===== src/rtl/multicycle_cpu_if.sv =====
// Fetch and data-memory bus between the multicycle core and its memories.
// The core drives the master side; instruction and data memories sit on the slave side.
interface multicycle_cpu_if #(
  parameter int unsigned DATA_WIDTH = 8,
  parameter int unsigned ADDR_WIDTH = 8
);
  logic [31:0]           pc;
  logic                  instr_read;
  logic [31:0]           instruction;
  logic                  instr_busywait;
  logic                  mem_read;
  logic                  mem_write;
  logic [ADDR_WIDTH-1:0] mem_address;
  logic [DATA_WIDTH-1:0] mem_writedata;
  logic [DATA_WIDTH-1:0] mem_readdata;
  logic                  mem_busywait;

  modport master (
    output pc, instr_read, mem_read, mem_write, mem_address, mem_writedata,
    input  instruction, instr_busywait, mem_readdata, mem_busywait
  );

  modport slave (
    input  pc, instr_read, mem_read, mem_write, mem_address, mem_writedata,
    output instruction, instr_busywait, mem_readdata, mem_busywait
  );
endinterface


===== src/rtl/multicycle_cpu.sv =====
// Multi-cycle CPU core: FETCH -> EXEC -> (MEM) -> FETCH with busywait handshakes on
// both memories, parametrised data width, register count and data address width.
module multicycle_cpu #(
  parameter int unsigned DATA_WIDTH = 8,
  parameter int unsigned REG_COUNT  = 8,
  parameter int unsigned ADDR_WIDTH = 8
) (
  input  logic               clk,
  input  logic               rst_n,
  multicycle_cpu_if.master   bus,
  output logic               illegal
);

  localparam int unsigned RegIdxW = (REG_COUNT > 1) ? $clog2(REG_COUNT) : 1;

  localparam logic [7:0] OpLoadi = 8'd0;
  localparam logic [7:0] OpMov   = 8'd1;
  localparam logic [7:0] OpAdd   = 8'd2;
  localparam logic [7:0] OpSub   = 8'd3;
  localparam logic [7:0] OpAnd   = 8'd4;
  localparam logic [7:0] OpOr    = 8'd5;
  localparam logic [7:0] OpJ     = 8'd6;
  localparam logic [7:0] OpBeq   = 8'd7;
  localparam logic [7:0] OpBne   = 8'd8;
  localparam logic [7:0] OpLwd   = 8'd9;
  localparam logic [7:0] OpLwi   = 8'd10;
  localparam logic [7:0] OpSwd   = 8'd11;
  localparam logic [7:0] OpSwi   = 8'd12;

  // StBoot keeps every request low for the cycle after reset release.
  typedef enum logic [1:0] {StBoot, StFetch, StExec, StMem} state_e;

  state_e                state_q, state_d;
  logic [31:0]           pc_q, pc_d;
  logic [31:0]           ir_q, ir_d;
  logic                  illegal_q, illegal_d;
  logic [ADDR_WIDTH-1:0] addr_q, addr_d;
  logic [DATA_WIDTH-1:0] wdata_q, wdata_d;
  logic [DATA_WIDTH-1:0] rf_q [REG_COUNT];

  logic                  rf_we;
  logic [RegIdxW-1:0]    rf_wa;
  logic [DATA_WIDTH-1:0] rf_wd;

  logic [7:0]            opcode;
  logic [RegIdxW-1:0]    rd, rs1, rs2;
  logic [DATA_WIDTH-1:0] op_a, op_b, imm_ext;
  logic [31:0]           pc_plus4, br_target;
  logic                  is_store;
  logic                  unused_ir;

  assign opcode    = ir_q[31:24];
  assign rd        = ir_q[16 +: RegIdxW];
  assign rs1       = ir_q[8 +: RegIdxW];
  assign rs2       = ir_q[0 +: RegIdxW];
  assign op_a      = rf_q[rs1];
  assign op_b      = rf_q[rs2];
  assign imm_ext   = DATA_WIDTH'($signed(ir_q[7:0]));
  assign pc_plus4  = pc_q + 32'd4;
  assign br_target = pc_plus4 + {{22{ir_q[23]}}, ir_q[23:16], 2'b00};
  assign is_store  = (opcode == OpSwd) || (opcode == OpSwi);
  assign unused_ir = ^ir_q[15:8];

  always_comb begin
    state_d   = state_q;
    pc_d      = pc_q;
    ir_d      = ir_q;
    illegal_d = illegal_q;
    addr_d    = addr_q;
    wdata_d   = wdata_q;
    rf_we     = 1'b0;
    rf_wa     = rd;
    rf_wd     = '0;
    unique case (state_q)
      StBoot: state_d = StFetch;
      StFetch: begin
        if (!bus.instr_busywait) begin
          ir_d    = bus.instruction;
          state_d = StExec;
        end
      end
      StExec: begin
        state_d = StFetch;
        pc_d    = pc_plus4;
        case (opcode)
          OpLoadi: begin rf_we = 1'b1; rf_wd = imm_ext;       end
          OpMov:   begin rf_we = 1'b1; rf_wd = op_b;          end
          OpAdd:   begin rf_we = 1'b1; rf_wd = op_a + op_b;   end
          OpSub:   begin rf_we = 1'b1; rf_wd = op_a + ~op_b + DATA_WIDTH'(1); end
          OpAnd:   begin rf_we = 1'b1; rf_wd = op_a & op_b;   end
          OpOr:    begin rf_we = 1'b1; rf_wd = op_a | op_b;   end
          OpJ:     pc_d = br_target;
          OpBeq:   if (op_a == op_b) pc_d = br_target;
          OpBne:   if (op_a != op_b) pc_d = br_target;
          OpLwd, OpSwd: begin
            addr_d  = ADDR_WIDTH'(op_b);
            wdata_d = op_a;
            pc_d    = pc_q;
            state_d = StMem;
          end
          OpLwi, OpSwi: begin
            addr_d  = ADDR_WIDTH'(ir_q[7:0]);
            wdata_d = op_a;
            pc_d    = pc_q;
            state_d = StMem;
          end
          default: illegal_d = 1'b1;
        endcase
      end
      StMem: begin
        if (!bus.mem_busywait) begin
          if (!is_store) begin
            rf_we = 1'b1;
            rf_wd = bus.mem_readdata;
          end
          pc_d    = pc_plus4;
          state_d = StFetch;
        end
      end
    endcase
  end

  always_ff @(posedge clk or negedge rst_n) begin
    if (!rst_n) begin
      state_q   <= StBoot;
      pc_q      <= '0;
      ir_q      <= '0;
      illegal_q <= 1'b0;
      addr_q    <= '0;
      wdata_q   <= '0;
    end else begin
      state_q   <= state_d;
      pc_q      <= pc_d;
      ir_q      <= ir_d;
      illegal_q <= illegal_d;
      addr_q    <= addr_d;
      wdata_q   <= wdata_d;
    end
  end

  always_ff @(posedge clk or negedge rst_n) begin
    if (!rst_n) begin
      for (int unsigned i = 0; i < REG_COUNT; i++) rf_q[i] <= '0;
    end else if (rf_we) begin
      rf_q[rf_wa] <= rf_wd;
    end
  end

  assign bus.pc            = pc_q;
  assign bus.instr_read    = (state_q == StFetch);
  assign bus.mem_read      = (state_q == StMem) && !is_store;
  assign bus.mem_write     = (state_q == StMem) && is_store;
  assign bus.mem_address   = addr_q;
  assign bus.mem_writedata = wdata_q;
  assign illegal           = illegal_q;

endmodule


===== src/flat_wrapper.sv =====
// flat-port wrapper written by rule: the top's interface ports become plain ports
module multicycle_cpu_flat 
#(
  parameter int unsigned DATA_WIDTH = 8,
  parameter int unsigned REG_COUNT  = 8,
  parameter int unsigned ADDR_WIDTH = 8
)
  (clk, rst_n, illegal, bus_pc, bus_instr_read, bus_mem_read, bus_mem_write, bus_mem_address, bus_mem_writedata, bus_instruction, bus_instr_busywait, bus_mem_readdata, bus_mem_busywait);
  multicycle_cpu_if #(.DATA_WIDTH(DATA_WIDTH), .ADDR_WIDTH(ADDR_WIDTH)) bus_i ();
  input  logic clk;
  input  logic rst_n;
  output logic illegal;
  output wire logic [$bits(bus_i.pc)-1:0] bus_pc;
  output wire logic [$bits(bus_i.instr_read)-1:0] bus_instr_read;
  output wire logic [$bits(bus_i.mem_read)-1:0] bus_mem_read;
  output wire logic [$bits(bus_i.mem_write)-1:0] bus_mem_write;
  output wire logic [$bits(bus_i.mem_address)-1:0] bus_mem_address;
  output wire logic [$bits(bus_i.mem_writedata)-1:0] bus_mem_writedata;
  input wire logic [$bits(bus_i.instruction)-1:0] bus_instruction;
  input wire logic [$bits(bus_i.instr_busywait)-1:0] bus_instr_busywait;
  input wire logic [$bits(bus_i.mem_readdata)-1:0] bus_mem_readdata;
  input wire logic [$bits(bus_i.mem_busywait)-1:0] bus_mem_busywait;
  assign bus_pc = bus_i.pc;
  assign bus_instr_read = bus_i.instr_read;
  assign bus_mem_read = bus_i.mem_read;
  assign bus_mem_write = bus_i.mem_write;
  assign bus_mem_address = bus_i.mem_address;
  assign bus_mem_writedata = bus_i.mem_writedata;
  assign bus_i.instruction = bus_instruction;
  assign bus_i.instr_busywait = bus_instr_busywait;
  assign bus_i.mem_readdata = bus_mem_readdata;
  assign bus_i.mem_busywait = bus_mem_busywait;
  multicycle_cpu #(.DATA_WIDTH(DATA_WIDTH), .REG_COUNT(REG_COUNT), .ADDR_WIDTH(ADDR_WIDTH)) u_core (.clk(clk), .rst_n(rst_n), .bus(bus_i), .illegal(illegal));
endmodule

===== config.mk =====
export PLATFORM = sky130hd
export DESIGN_NAME = multicycle_cpu_flat
export DESIGN_NICKNAME = d
export VERILOG_FILES = /design/src/rtl/multicycle_cpu_if.sv /design/src/rtl/multicycle_cpu.sv /design/src/flat_wrapper.sv
export SDC_FILE = /design/constraint.sdc
export NUM_CORES = 1
export LEC_CHECK = 0
export ABC_AREA = 1
export BUFFER_PORTS_ARGS = -buffer_cell sky130_fd_sc_hd__clkbuf_2
export CAP_MARGIN = 40
export CORE_MARGIN = 4
export CORE_UTILIZATION = 50
export CTS_BUF_LIST = sky130_fd_sc_hd__clkbuf_16
export DETAILED_ROUTE_END_ITERATION = 16
export PLACE_DENSITY = 0.69
export SLEW_MARGIN = 20
export SYNTH_ARGS = -nofsm -noshare
export SYNTH_HDL_FRONTEND = slang
export SYNTH_SLANG_ARGS = --single-unit

===== constraint.sdc =====
create_clock -name clk -period 4.99 [get_ports clk]
set_input_delay 0.998 -clock clk [delete_from_list [all_inputs] [get_ports clk]]
set_output_delay 0.998 -clock clk [all_outputs]
set_load 0.02 [all_outputs]

==> impl_results.md, run 1 <==
- Clock slew at reported path FFs: 70 ps
- Post-detail-place hpwl: 25.14 mm
- Clock Skew: 8.455 ps
- Worst-Skew Late Latency: roughly 440 ps
- CTS tree: done
- Final instance area: 12,170 µm²
- Max-slew violation count: 0
- Initial antenna violation count: 0
- Distinct cells, synth: 47
- EDFF count, synth: 0
- Seq/Total Area, Yosys: 32.24%
- Share of cells above drive strength 1: around 12%
- Slew @ Worst Pin: 768.5 ps
- Metal3 WL: 3.104 mm
- H-tree depth: 4
- CP startpoint kind: register
- Crit-path cells: buf_4, o21ai_0, o21ai_0, inv_1, o21ai_0, inv_1, ha_1, nor2_1, nand2_1, nor2_1, nor2_1, nor2_1, nor2_2, inv_2, buf_4, nand2_1, a22oi_1
- Commonest cells after routing, fill and taps aside: nand2_1, nor2_1, inv_1, o21ai_0, a21oi_1
- Met2 wire length: 14.43 mm
- DR iter-0 viols: 1,032
- Core ar.: 21,220 µm²
- Initial Utilization: 51.21%
- # hold bufs at CTS: 0
- Commonest non-fill, non-tap cell in the layout: nand2_1
- RSZ-0062 raised after global routing: no
- Post-place instance area: roughly 12,000 µm²
- GRT Total Usage: 28.53%
- Max stage delay on crit path: 770 ps
- I/O Buffers: 88
- Layout Utilization: 57.35%
- Tmin final: 4394 ps
- Crit path max-delay family: buffers and inverters
- Mapped Area: approximately 11,000 µm²
- Setup Buffers After CTS: 0
- # Max-Cap Violations: 0
- Crit. End Element: register
- Buf+Inv Stages, Crit Path: 5
- Clock tree root buffer cell: clkbuf_16
- Post-DRT Antenna Nets: 0
- YS warnings: 0
- P per Cell Area: between 700 and 800 nW/µm²
- Post-route DRC: 0
- Setup TNS: 0 ps
- Slowest stage cell, crit path: dfrtp_1
- Worst VDD drop: 0.4893 mV
- Final-report setup violation count: 0
- Layout fillers: 2,074
- Die area: ~24,000 µm²
- Vias in the first global route: 10,330
- First-pass GRT wire length: about 55 mm
- Slew headroom: between 40% and 50%
- Final Wtd Congestion: approximately 1
- Worst endpoint data arrival time: 4740 ps
- NumNets Final: 1,767
- # diodes: 0
- Outcome: completed
- Synthesized instance count: approximately 1,600
- Wl on met1: 15.96 mm
- Synth Flop Type: dfrtp_1
- Footprint of the multi-input gates: 6326 µm²
- Most common cell type on the critical path: nor2_1
- Fin cells: 1,945
- CTS resizes: 0
- Cts bufs inserted: 17
- Placed cells: between 1,500 and 2,000
- Fmax: 0.2276 GHz
- Hold crit path type: register to register
- Final hold vios: 0
- Die width: roughly 160 µm
- Largest net degree at the start of global routing: 72
- Routed WL per cell: 17.53 µm
- Register Area: 3503 µm²
- Deepest clock path buffer count: 2
- Area growth from synthesis to layout: 11.98%
- Clk sinks: 140
- Critical path type: register to register
- Top Metal Used: met4
- Register bit total from synthesis: 140
- Leak: 6.014 nW
- I/O Pins: 96
- Crit path max fanout: 27
- Initial DRT Pass Iterations: 5
- CP Data Required Time: around 5300 ps
- FFs w/ async S/R, synth: 100.0%
- Routed via count: about 11,000
- Vias per cell: 5.688
- Die Height: 155.4 µm
- Mapped Avg Cell Area: 6.892 µm²
- WL final: 34.10 mm
- Final Cycle Share: 88.06%
- FP Rows: between 50 and 60
- Grt ovf: 0
-- metrics by stage --
step	total power, mW	worst slack (ps)	hold WS, ps
final	9.485	595.8	484.8
after global routing	10.35	204.6	508.4
after CTS	9.353	633.6	484.8
after detailed placement	7.948	634.3	469.6
after global placement	7.822	693.8	466.6
after floorplan	6.299	1654	448.8
-- cell type report --
cell class / instances / area share, %
tap: 275 / 2.827
clock buffer: 17 / 3.495
inverter: 191 / 5.891
multi-input combinational: 1194 / 51.98
sequential: 140 / 28.79
timing repair buffer: 114 / 5.531
clock inverter: 14 / 1.491
-- report_power, final --
part | internal [mW] | switching (mW)
registers | 1.54 | 0.446
logic | 2.10 | 4.04
clock network | 0.796 | 0.567
total | 4.43 | 5.05
-- flip-flops by register name, summed over array words and instances, names as in the netlist --
register,flops
u_core.rf_q,64
u_core.bus.pc,30
u_core.ir_q,27
u_core.bus.mem_address,8
u_core.bus.mem_writedata,8
u_core.state_q,2
u_core.illegal,1
-- cell families (layout without fill, tap and decap cells) --
group | after synthesis | count (layout) | synth area share (%)
AO/OA/AOI/OAI | 382 | 382 | 19.10
XOR/XNOR | 36 | 36 | 2.901
adder cells (fa/ha/maj) | 65 | 65 | 7.691
buffers and inverters | 244 | 336 | 9.613
flip-flops | 140 | 140 | 32.24
multiplexers | 11 | 11 | 1.140
other | 1 | 2 | 0.03451
AND/OR/NAND/NOR | 698 | 698 | 27.29
-- cell usage after synthesis, types with 4 or more instances --
| cell | count | share of area, % |
|---|---|---|
| nand2_1 | 357 | 12 |
| nor2_1 | 188 | 6.5 |
| inv_1 | 176 | 6.1 |
| o21ai_0 | 149 | 6.9 |
| a21oi_1 | 144 | 6.6 |
| dfrtp_1 | 140 | 32 |
| nand3_1 | 68 | 3.1 |
| ha_1 | 62 | 7.1 |
| a31oi_1 | 31 | 1.8 |
| xor2_1 | 27 | 2.2 |
| nor3_1 | 21 | 0.97 |
| clkbuf_1 | 20 | 0.69 |
| nand4_1 | 19 | 1.1 |
| buf_2 | 16 | 0.74 |
| o211ai_1 | 16 | 1.1 |
| buf_6 | 13 | 1.3 |
| inv_2 | 12 | 0.41 |
| mux2_2 | 11 | 1.1 |
| or2_2 | 10 | 0.58 |
| xnor2_1 | 9 | 0.73 |
| o21ai_1 | 8 | 0.37 |
| o22ai_1 | 8 | 0.46 |
| nand2_2 | 7 | 0.40 |
| nand3b_1 | 7 | 0.48 |
| a22oi_1 | 6 | 0.41 |
| nor2_2 | 6 | 0.35 |
| nand2_4 | 4 | 0.41 |
| o21bai_1 | 4 | 0.28 |
-- metal layers --
layer / vias to the layer above / track usage, %
met5: - / 0
met4: 0 / 7.170
met3: 52 / 5.591
met2: 474 / 42.21
met1: 5173 / 42.85
li1: 5364 / -
-- path summary, 6_finish.rpt --
kind / start / slack [ps] / end / depth (start not counted)
min in group asynchronous: rst_n / 580 / u_core.bus.pc[30] / 1
max in group asynchronous: rst_n / 3420 / u_core.rf_q[23] / 2
worst max register to register: u_core.ir_q[8] / 600 / u_core.bus.pc[6] / 17
worst min-delay path: u_core.illegal / 480 / u_core.illegal / 1
worst max-delay path: u_core.ir_q[8] / 600 / u_core.bus.pc[6] / 17
worst min register to register: u_core.illegal / 480 / u_core.illegal / 1
Power figures use the tool's default switching activity.
==> run 2, diff against run 1 <==
--- a/config.mk
+++ b/config.mk
@@ -10,7 +10,7 @@
 export CAP_MARGIN = 40
 export CORE_MARGIN = 4
 export CORE_UTILIZATION = 50
-export CTS_BUF_LIST = sky130_fd_sc_hd__clkbuf_16
+export CTS_BUF_LIST = sky130_fd_sc_hd__clkbuf_2 sky130_fd_sc_hd__clkbuf_4 sky130_fd_sc_hd__clkbuf_8
 export DETAILED_ROUTE_END_ITERATION = 16
 export PLACE_DENSITY = 0.69
 export SLEW_MARGIN = 20
==> run 2 against run 1 <==
Compared with the run above:
- utilization down 0.88 points
- count of clock-buffer cells in the layout is 1 higher
- hold slack better by 4.4 ps
- sequential cell count unchanged
- largest cell class unchanged
- combinational power about the same
- die area is the same
- total power is 3.4% lower
- sequential power about the same
- via count is 0.29% lower
==> impl_results.md, run 2 (same netlist as run 1, synthesis figures left out) <==
- # diodes: 0 (unchanged)
- Commonest cells after routing, fill and taps aside: nand2_1, nor2_1, inv_1, o21ai_0, a21oi_1
- Hold path start: u_core.illegal
- NumNets Final: 1,767 (unchanged)
- Metal3 WL: 2.765 mm (-11%)
- Fmax: 0.2258 GHz (-0.79%)
- Post-DRT Antenna Nets: 0 (unchanged)
- Clk sinks: 140 (unchanged)
- Initial antenna violation count: 0 (unchanged)
- Commonest non-fill, non-tap cell in the layout: nand2_1
- Worst-Skew Late Latency: 480 ps (+40 ps)
- Final Cycle Share: 88.77% (+0.71 points)
- FP Rows: 53 (unchanged)
- I/O Pins: 96 (unchanged)
- Worst VDD drop: 0.4814 mV (-1.6%)
- Leak: 5.926 nW (-1.5%)
- Clock Skew: 10.50 ps (+2.049 ps)
- Beginning of the worst register-to-register path: u_core.ir_q[8]
- Initial Utilization: 51.21% (unchanged)
- CP Data Required Time: 5380 ps (+40 ps)
- Largest reg by FF count: u_core.rf_q
- CP startpoint kind: register
- Hold crit path type: register to register
- Final instance area: 11,980 µm² (-1.5%)
- DR iter-0 viols: 1,073 (+4.0%)
- Post-route DRC: 0 (unchanged)
- Largest register FFs: 64 (unchanged)
- Met2 wire length: 14.39 mm (-0.26%)
- Worst endpoint data arrival time: 4820 ps (+80 ps)
- P per Cell Area: 764.5 nW/µm² (-1.9%)
- Die area: 24,160 µm² (unchanged)
- Layout Utilization: 56.47% (-0.88 points)
- Outcome: completed
- Final hold vios: 0 (unchanged)
- Grt ovf: 0 (unchanged)
- Clock slew at reported path FFs: 90 ps (+20 ps)
- Reg2reg setup slack: 560 ps (-40 ps)
- R2r endpoint: u_core.bus.pc[6]
- Slowest stage cell, crit path: dfrtp_1
- Post-detail-place hpwl: 25.14 mm (unchanged)
- Die Height: 155.4 µm (unchanged)
- Deepest clock path buffer count: 2 (unchanged)
- Post-place instance area: 11,540 µm² (unchanged)
- Wl on met1: 16.31 mm (+2.2%)
- # hold bufs at CTS: 0 (unchanged)
- Min-Delay Endpoint: u_core.illegal
- RSZ-0062 raised after global routing: no
- Crit. End Element: register
- Max-slew violation count: 0 (unchanged)
- Share of cells above drive strength 1: 12.10% (+0.060 points)
- Reg2reg path depth: 17 (unchanged)
- Tmin final: 4429 ps (+35.22 ps)
- WL final: 34.05 mm (-0.13%)
- Slew headroom: 48.51% (-0.070 points)
- I/O Buffers: 88 (unchanged)
- Routed via count: 11,030 (-0.29%)
- H-tree depth: 4 (unchanged)
- Vias in the first global route: 10,330 (+0.068%)
- Vias per cell: 5.671 (-0.29%)
- Final-report setup violation count: 0 (unchanged)
- Hold path cells: 1 (unchanged)
- Layout fillers: 2,106 (+1.5%)
- Setup Buffers After CTS: 0 (unchanged)
- Crit-path cells: buf_4, o21ai_0, o21ai_0, inv_1, o21ai_0, inv_1, ha_1, nor2_1, nand2_1, nor2_1, nor2_1, nor2_1, nor2_2, inv_2, buf_4, nand2_1, a22oi_1
- Top Metal Used: met4
- Hold Worst Slack: 489.2 ps (+4.402 ps)
- Setup TNS: 0 ps (unchanged)
- Crit path max fanout: 27 (unchanged)
- Slew @ Worst Pin: 769.6 ps (+1.048 ps)
- Critical path type: register to register
- Max stage delay on crit path: 790 ps (+20 ps)
- Initial DRT Pass Iterations: 8 (+3)
- Core ar.: 21,220 µm² (unchanged)
- Final Wtd Congestion: 0.9870 (unchanged)
- Area growth from synthesis to layout: 10.26%
- Routed WL per cell: 17.51 µm (-0.13%)
- Clock tree root buffer cell: clkbuf_8
- Largest net degree at the start of global routing: 72 (unchanged)
- Most common cell type on the critical path: nor2_1
- CTS tree: done
- First-pass GRT wire length: 54.70 mm (-0.58%)
- Die width: 155.4 µm (unchanged)
- GRT Total Usage: 28.31% (-0.22 points)
- Buf+Inv Stages, Crit Path: 5 (unchanged)
- # Max-Cap Violations: 0 (unchanged)
- CTS resizes: 0 (unchanged)
- Cts bufs inserted: 17 (unchanged)
- Crit path max-delay family: buffers and inverters
run 2: cell types whose count changed in the layout (fill, tap and decap cells not counted):
cell,change
clkbuf_16,-17
clkbuf_8,+17
clkbuf_4,+1
inv_1,-1
run 2: per-stage QoR:
step           worst slack (ps)  total power, mW  instances
2_1_floorplan              1654            6.299       1578
3_3_place_gp              693.8            7.822       1911
3_5_place_dp              634.3            7.948       1912
4_1_cts                   635.3            9.019       1943
5_1_grt                   199.8            10.01       1945
6_report                  560.6            9.161       1945
run 2: report_power, final:
group,switching (mW),internal (mW)
registers,0.447,1.53
logic,4.04,2.10
clock network,0.530,0.511
total,5.02,4.15
run 2: worst max-delay path by stage:
stage | depth (start not counted) | to | start
after detailed placement | 17 | u_core.bus.pc[6] | u_core.ir_q[8]
after CTS | 19 | u_core.bus.pc[13] | u_core.ir_q[8]
after global placement | 19 | u_core.bus.pc[13] | u_core.ir_q[8]
after floorplan | 20 | u_core.bus.pc[10] | u_core.ir_q[8]
final | 17 | u_core.bus.pc[6] | u_core.ir_q[8]
after global routing | 19 | u_core.bus.pc[13] | u_core.ir_q[8]
run 2: routing by layer:
layer,track usage [%],vias up
li1,-,5355
met2,41.75,443
met1,42.78,5185
met3,5.563,48
met4,6.711,0
met5,0,-
run 2: cell type report:
cell class / count / area, µm² / area share (%)
clock buffer: 18 / 241.5 / 2.015
clock inverter: 13 / 177.7 / 1.483
inverter: 191 / 716.9 / 5.983
multi-input combinational: 1194 / 6326 / 52.79
sequential: 140 / 3503 / 29.24
tap: 275 / 344.1 / 2.871
timing repair buffer: 114 / 673.1 / 5.618
